## src/rtl/cpu_control_fsm.sv

```systemverilog
// Multicycle control sequencer: fetch/decode/exec/mem/wb with req/ack memory port and bus watchdog.
// Latency: 3-5 cycles per instruction plus one per memory wait cycle; enables decode from state.
// Backpressure: mem_req held until mem_ack; TIMEOUT cycles without ack raises bus_err and halts.
module cpu_control_fsm #(
    parameter int TIMEOUT = 16
) (
    input  logic        clk,
    input  logic        rst_n,
    input  logic [7:0]  ir_opcode,
    input  logic        alu_zero,
    input  logic        mem_ack,
    output logic        mem_req,
    output logic        mem_we,
    output logic        mem_addr_sel,
    output logic        ir_we,
    output logic        pc_we,
    output logic [1:0]  pc_src,
    output logic        rf_we,
    output logic [1:0]  rf_wsel,
    output logic [1:0]  alu_mode,
    output logic        alu_en,
    output logic        halted,
    output logic        bus_err,
    output logic [15:0] retired,
    output logic [2:0]  state
);

    typedef enum logic [2:0] {
        S_RESET  = 3'd0,
        S_FETCH  = 3'd1,
        S_DECODE = 3'd2,
        S_EXEC   = 3'd3,
        S_MEM    = 3'd4,
        S_WB     = 3'd5,
        S_HALT   = 3'd6
    } state_t;

    localparam logic [1:0] PC_INC    = 2'd0;
    localparam logic [1:0] PC_BRANCH = 2'd1;
    localparam logic [1:0] PC_JUMP   = 2'd2;

    localparam logic [1:0] WSEL_ALU  = 2'd0;
    localparam logic [1:0] WSEL_MEM  = 2'd1;
    localparam logic [1:0] WSEL_LINK = 2'd2;

    localparam logic [1:0] ALU_OPC   = 2'd0;
    localparam logic [1:0] ALU_ADD   = 2'd1;
    localparam logic [1:0] ALU_SUB   = 2'd2;

    localparam logic [7:0] WD_LAST   = 8'(TIMEOUT - 1);

    state_t      cur_st;
    state_t      nxt_st;
    logic [7:0]  wd_cnt;

    logic        is_alu;
    logic        is_load;
    logic        is_store;
    logic        is_branch;
    logic        is_jump;
    logic        is_nop;
    logic        is_jal;
    logic        is_halt;
    logic        br_taken;
    logic        in_mem_st;
    logic        wd_fire;
    logic        retire;
    logic        unused_opbits;

    assign unused_opbits = &{1'b0, ir_opcode[3:2]};

    // Opcode class decode; the 0xF group folds into jump / jal / nop / halt.
    always_comb begin
        is_alu    = 1'b0;
        is_load   = 1'b0;
        is_store  = 1'b0;
        is_branch = 1'b0;
        is_jump   = 1'b0;
        is_nop    = 1'b0;
        is_jal    = 1'b0;
        is_halt   = 1'b0;
        case (ir_opcode[7:4])
            4'h4: is_load   = 1'b1;
            4'h5: is_store  = 1'b1;
            4'hC: is_branch = 1'b1;
            4'hD: is_jump   = 1'b1;
            4'hE: is_nop    = 1'b1;
            4'hF: begin
                case (ir_opcode[1:0])
                    2'b00:   is_jump = 1'b1;
                    2'b01:   is_jal  = 1'b1;
                    2'b10:   is_nop  = 1'b1;
                    default: is_halt = 1'b1;
                endcase
            end
            default: is_alu = 1'b1;
        endcase
    end

    assign br_taken  = ir_opcode[0] ? ~alu_zero : alu_zero;
    assign in_mem_st = (cur_st == S_FETCH) || (cur_st == S_MEM);

    // An ack in the expiring cycle wins over the timeout.
    assign wd_fire   = in_mem_st && !mem_ack && (wd_cnt == WD_LAST);

    assign retire = ((cur_st == S_EXEC) && (is_branch || is_jump || is_nop || is_jal || is_halt))
                 || ((cur_st == S_MEM) && is_store && mem_ack)
                 ||  (cur_st == S_WB);

    always_ff @(posedge clk or negedge rst_n) begin
        if (!rst_n) begin
            cur_st  <= S_RESET;
            wd_cnt  <= 8'd0;
            retired <= 16'd0;
            halted  <= 1'b0;
            bus_err <= 1'b0;
        end else begin
            cur_st  <= nxt_st;
            if (in_mem_st && !mem_ack && !wd_fire) begin
                wd_cnt <= wd_cnt + 8'd1;
            end else begin
                wd_cnt <= 8'd0;
            end
            retired <= retired + 16'(retire);
            if (nxt_st == S_HALT) begin
                halted <= 1'b1;
            end
            if (wd_fire) begin
                bus_err <= 1'b1;
            end
        end
    end

    always_comb begin
        nxt_st = cur_st;
        case (cur_st)
            S_RESET:  nxt_st = S_FETCH;
            S_FETCH: begin
                if (mem_ack) begin
                    nxt_st = S_DECODE;
                end else if (wd_fire) begin
                    nxt_st = S_HALT;
                end
            end
            S_DECODE: nxt_st = S_EXEC;
            S_EXEC: begin
                if (is_alu) begin
                    nxt_st = S_WB;
                end else if (is_load || is_store) begin
                    nxt_st = S_MEM;
                end else if (is_halt) begin
                    nxt_st = S_HALT;
                end else begin
                    nxt_st = S_FETCH;
                end
            end
            S_MEM: begin
                if (mem_ack) begin
                    nxt_st = is_load ? S_WB : S_FETCH;
                end else if (wd_fire) begin
                    nxt_st = S_HALT;
                end
            end
            S_WB:     nxt_st = S_FETCH;
            S_HALT:   nxt_st = S_HALT;
            default:  nxt_st = S_RESET;
        endcase
    end

    always_comb begin
        mem_req      = 1'b0;
        mem_we       = 1'b0;
        mem_addr_sel = 1'b0;
        ir_we        = 1'b0;
        pc_we        = 1'b0;
        pc_src       = PC_INC;
        rf_we        = 1'b0;
        rf_wsel      = WSEL_ALU;
        alu_mode     = ALU_OPC;
        alu_en       = 1'b0;
        case (cur_st)
            S_FETCH: begin
                mem_req = 1'b1;
                if (mem_ack) begin
                    ir_we = 1'b1;
                    pc_we = 1'b1;
                end
            end
            S_EXEC: begin
                if (is_alu) begin
                    alu_en = 1'b1;
                end else if (is_load || is_store) begin
                    alu_mode = ALU_ADD;
                    alu_en   = 1'b1;
                end else if (is_branch) begin
                    alu_mode = ALU_SUB;
                    if (br_taken) begin
                        pc_we  = 1'b1;
                        pc_src = PC_BRANCH;
                    end
                end else if (is_jump) begin
                    pc_we  = 1'b1;
                    pc_src = PC_JUMP;
                end else if (is_jal) begin
                    pc_we   = 1'b1;
                    pc_src  = PC_JUMP;
                    rf_we   = 1'b1;
                    rf_wsel = WSEL_LINK;
                end
            end
            S_MEM: begin
                mem_req      = 1'b1;
                mem_addr_sel = 1'b1;
                mem_we       = is_store;
            end
            S_WB: begin
                rf_we   = 1'b1;
                rf_wsel = is_load ? WSEL_MEM : WSEL_ALU;
            end
            default: ;
        endcase
    end

    assign state = cur_st;

endmodule

```

## config.mk

```make
export PLATFORM = sky130hd
export DESIGN_NAME = cpu_control_fsm
export DESIGN_NICKNAME = d
export VERILOG_FILES = /design/src/rtl/cpu_control_fsm.sv
export SDC_FILE = /design/constraint.sdc
export NUM_CORES = 1
export LEC_CHECK = 0
export CAP_MARGIN = 20
export CORE_ASPECT_RATIO = 1.4
export CORE_MARGIN = 2
export CORE_UTILIZATION = 55
export DETAILED_ROUTE_END_ITERATION = 8
export DONT_BUFFER_PORTS = 1
export GPL_TIMING_DRIVEN = 1
export HOLD_SLACK_MARGIN = 0.08
export PLACE_DENSITY = 0.7
export SYNTH_ARGS = -nofsm -noshare
export SYNTH_HDL_FRONTEND = slang
export SYNTH_SLANG_ARGS = --single-unit
```

## constraint.sdc

```tcl
create_clock -name clk -period 5.7 [get_ports clk]
set_input_delay 1.71 -clock clk [delete_from_list [all_inputs] [get_ports clk]]
set_output_delay 1.71 -clock clk [all_outputs]
set_load 0.01 [all_outputs]
```

# Word level (Yosys, flattened, before mapping)
# Cells that the tools add are included.
# Widths: inputs -> output; s select.
# totals
regBits	29
in_bits	12
out_inout_bits	34
elab_cells	104
# op_classes
add_sub_neg	2
eq_ne	16
muxes	58
bitwise_logic	1
reduce_logical	22
# op_table
op	count
$mux 1	30
$mux 2	14
$mux 3	7
$pmux 3 s6	1
$add 16x1->16	1
$eq 4x4->1 const B	4
$eq 3x3->1 const B	4
$add 8x1->8 const B	1
$eq 4x3->1 const B	2
$eq 8x4->1 const B	1
$logic_or 1x1->1	8
$mux 8	1
$pmux 1 s2	4
$eq 3x2->1 const B	2
$logic_and 1x1->1	6
$reduce_or 6->1	1
$pmux 2 s2	1
$reduce_or 2->1	2
$eq 3x1->1 const B	1
$logic_not 3->1	1
$reduce_or 3->1	1
$eq 2x1->1 const B	1
$eq 2x2->1 const B	1
$logic_not 1->1	2
2 further kinds	2

# Logic depth before layout (Yosys ltp)
# depth
word_depth	11
ltp_mapped	11
ltp_nobuf	10

# Least setup slack after synthesis
# OpenSTA, ideal clock, no wires.
# synth_timing
path_kind	input -> output
from	input ir_opcode[6]
to	output pc_we
t_arrival_ns	2.548
required_time_ns	3.990
setup_slack_ns	1.442
path_stages	4
n_path_buf	0
cell_sequence	nand2_1 -> nor4_2 -> and2_1 -> o21ba_2
# synth_via
elab_chain_cells	8
elab_cells_between_ends	19
classes_between	eq/ne: 6; mux: 11; reduce/logical: 2
# synth_lines
element	line	rtl
start, declared	9	input logic [7:0] ir_opcode,
$eq 4x4->1	82	case (ir_opcode[7:4])
$mux 1	82	
$mux 1	204	end else if (is_jal) begin
$mux 1	201	end else if (is_jump) begin
$mux 1	195	end else if (is_branch) begin
$mux 1	192	end else if (is_load || is_store) begin
$mux 1 (*)	190	if (is_alu) begin
$pmux 1 s2 (*)	181	case (cur_st)
end, declared	16	output logic pc_we,
# Mark *: on every way between the ends. The rest lies on a longest branch, timed or not.

# Worst setup path in the final report
# Same ends and word-level chain as after synthesis.

==> flow_metrics.env <==
export IMPL_hold_viol=0
export IMPL_maxSlewViolCount=0
export IMPL_arrival_ns=2.65
export IMPL_synthArstFlopShare_pct=100.0
export IMPL_skew_ns=0.008158
export IMPL_nets=170
export IMPL_required_ns=3.99
export IMPL_fin_util_pct=60.69
export IMPL_grt_setup_unrepaired="false"
export IMPL_start_kind="primary input"
export IMPL_die_x_um=47.62
export IMPL_path_max_fanout=4
export IMPL_routed_top_layer="met4"
export IMPL_cts_buffers=5
export IMPL_core_area_mm2=0.002587
export IMPL_path_class="primary input to primary output"
export IMPL_cap_viol_max_count=0
export IMPL_firstDrtPassIters=6
export IMPL_grt_pass1_wl_mm=4.416
export IMPL_yosys_area_top_type_share_pct=49.53
export IMPL_cts_tree="done"
export IMPL_htree_levels=2
export IMPL_setup_viol=0
export IMPL_holdPathStages=1
export IMPL_placementRows=22
export IMPL_syn_inst=149
export IMPL_synth_nets=165
export IMPL_ys_warnings_count=0
export IMPL_tightestPinTransition_ns=0.5148
export IMPL_period_minus_slack_ns=4.362
export IMPL_end_kind="primary output"
export IMPL_seqPwrFrac_pct=52.6
export IMPL_pin_count=46
export IMPL_wl_per_cell_um=14.60
export IMPL_p_comb_share_pct=23.4
export IMPL_clock_sinks=29
export IMPL_fin_crit_sh_pct=76.53
export IMPL_ys_seq_area_share_pct=49.53
export IMPL_dp_hpwl_mm=2.113
export IMPL_wl_mm=2.789
export IMPL_post_cts_buffers=0
export IMPL_routedLengthMet1_mm=1.080
export IMPL_p_clk_share_pct=24.1
export IMPL_ctsLongestPathBuffers=2
export IMPL_slowest_delay_ns=0.38
export IMPL_clk_pin_slew_ns=0.09
export IMPL_synth_edff_count=0
export IMPL_antenna_left=0
export IMPL_die_y_um=65.07
export IMPL_synth_top_cells_by_area="dfrtp_1 (50%), xor2_1 (7.2%), xnor2_1 (5.4%), nor2_1 (5.1%), nand2_1 (4.1%)"
export IMPL_worstPathCellList="nand2_1 -> nor4_2 -> and2_1 -> o21ba_2"
export IMPL_crit_family="simple AND/OR/NAND/NOR gates"
export IMPL_grt_max_degree=30
export IMPL_slew_headroom_pct=65.61
export IMPL_io_buffers=0
export IMPL_r2r_cells=9
export IMPL_synth_area_leader_cell="dfrtp_1"
export IMPL_swShare_pct=36.72
export IMPL_outcome="complete, no violations"
export IMPL_crit_buf_inv=0
export IMPL_vias=1075
export IMPL_clock_latency_ns=0.32
export IMPL_grt_overflow=0
export IMPL_p_sw_uw=213.4
export IMPL_cellInternalPower_uw=367.9
export IMPL_holdCritPathClass="flip-flop to flip-flop"
export IMPL_cts_hold_buf=0
export IMPL_grt_util_all_layers_pct=20.53
export IMPL_drc=0
export IMPL_max_freq_ghz=0.2292
export IMPL_ctsResizeCount=0
export IMPL_yosys_most_used_dff="dfrtp_1"
export IMPL_synthDistinctLibCells=33
export IMPL_grt_pass1_vias=1061
export IMPL_die_area_mm2=0.003099
export IMPL_leakage_uw=0.0007270
export IMPL_p_per_area_mw_per_mm2=370.2
export IMPL_netlist_area_mm2=0.001465
export IMPL_nFillCells=245
export IMPL_root_buffer="clkbuf_4"
export IMPL_antenna_found_initial=0
export IMPL_ir_drop_mv=0.3073
export IMPL_fin_setup_tns_ns=0
export IMPL_synth_ff_latch_count=29
export IMPL_slowest_stage="nor4_2"
export IMPL_met3_length_um=178
export IMPL_dr_first_iter_drc_count=26
export IMPL_dp_cells=183
export IMPL_place_gp_congestion=0.7419
export IMPL_diodes=0
export IMPL_critical_path_depth=4
export IMPL_drive_gt1_share_pct=8.387
export IMPL_start_util_pct=56.62
export IMPL_syn2layout_area_growth_pct=7.174
export IMPL_routed_via_density=5.628
export IMPL_wl_met2_mm=1.478
export IMPL_final_cells=191
export IMPL_avgSynthCellArea_um2=9.833
-- final timing paths --
path / slack (ns) / from / end
max reg2reg: 3.04 / state[0] / retired[15]
max: 1.34 / ir_opcode[6] / pc_we
min in group asynchronous: 1.07 / rst_n / retired[0]
max in group asynchronous: 4.54 / rst_n / retired[3]
min reg2reg: 0.47 / wd_cnt[0] / wd_cnt[0]
min: 0.47 / wd_cnt[0] / wd_cnt[0]
-- cell usage in the layout, fill, tap and decap left out, types with 2 or more instances in the layout --
cell type,Yosys,routed
a21oi_1,3,3
and3_1,6,6
clkbuf_4,0,5
clkbuf_8,0,2
dfrtp_1,29,29
ha_1,4,4
inv_1,4,4
nand2_1,16,16
nand2b_1,2,2
nand3_1,9,9
nand3b_1,2,2
nand4_1,3,3
nor2_1,20,20
nor3_1,6,6
o21ai_0,5,5
xnor2_1,9,9
xor2_1,12,12
-- cells in the mapped netlist (all sizes together) (2+ instances only) --
| master | number |
|---|---|
| buf | 2 |
| nand4 | 3 |
| a21oi | 3 |
| nand2 | 16 |
| nor2 | 20 |
| and3 | 6 |
| xor2 | 12 |
| nand2b | 3 |
| o21ai | 5 |
| xnor2 | 9 |
| inv | 4 |
| nor3 | 6 |
| ha | 4 |
| nand3 | 9 |
| nor4 | 2 |
| nand3b | 2 |
| or3 | 2 |
| dfrtp | 29 |
-- per-stage QoR --
step	power [uW]	setup WS [ns]	cell area, um^2	hold slack (ns)
3_3_place_gp	436.7	1.351	1500	0.4442
5_1_grt	619.9	1.285	1570	0.5099
4_1_cts	587.3	1.323	1570	0.4751
2_1_floorplan	416.8	1.442	1465	0.4298
3_5_place_dp	446.7	1.329	1500	0.4631
6_report	581.3	1.338	1570	0.4741
-- power groups by stage --
stage                     clock network, uW  logic (uW)  registers (uW)
after floorplan                           0         131             286
after global placement                    0         130             307
after detailed placement                  0         137             309
after CTS                               144         138             305
after global routing                    155         152             313
final                                   140         136             306
-- layer usage --
metal | GRT usage (%) | up-vias
met3 | 8.357 | 5
met4 | 10.81 | 0
met5 | 0 | -
met1 | 19.49 | 513
li1 | - | 517
met2 | 35.30 | 40
-- state kept, by name, summed over array words and instances (netlist names) --
signal,count
wd_cnt,8
state,3
bus_err,1
halted,1
retired,16
-- layout make-up --
type / count / area, um^2 / area share [%]
sequential: 29 / 725.7 / 46.22
multi-input combinational: 114 / 714.4 / 45.50
clock buffer: 7 / 65.06 / 4.143
tap: 36 / 45.04 / 2.869
inverter: 4 / 15.01 / 0.9562
clock inverter: 1 / 5.005 / 0.3187
-- cell families after synthesis --
family	after synthesis	share of synthesized area, %
simple gates	74	26.05
compound gates	15	6.747
flops	29	49.53
buf+inv	6	1.708
xor+xnor	21	12.55
fa+ha+maj	4	3.416
Power figures use the tool's default switching activity.
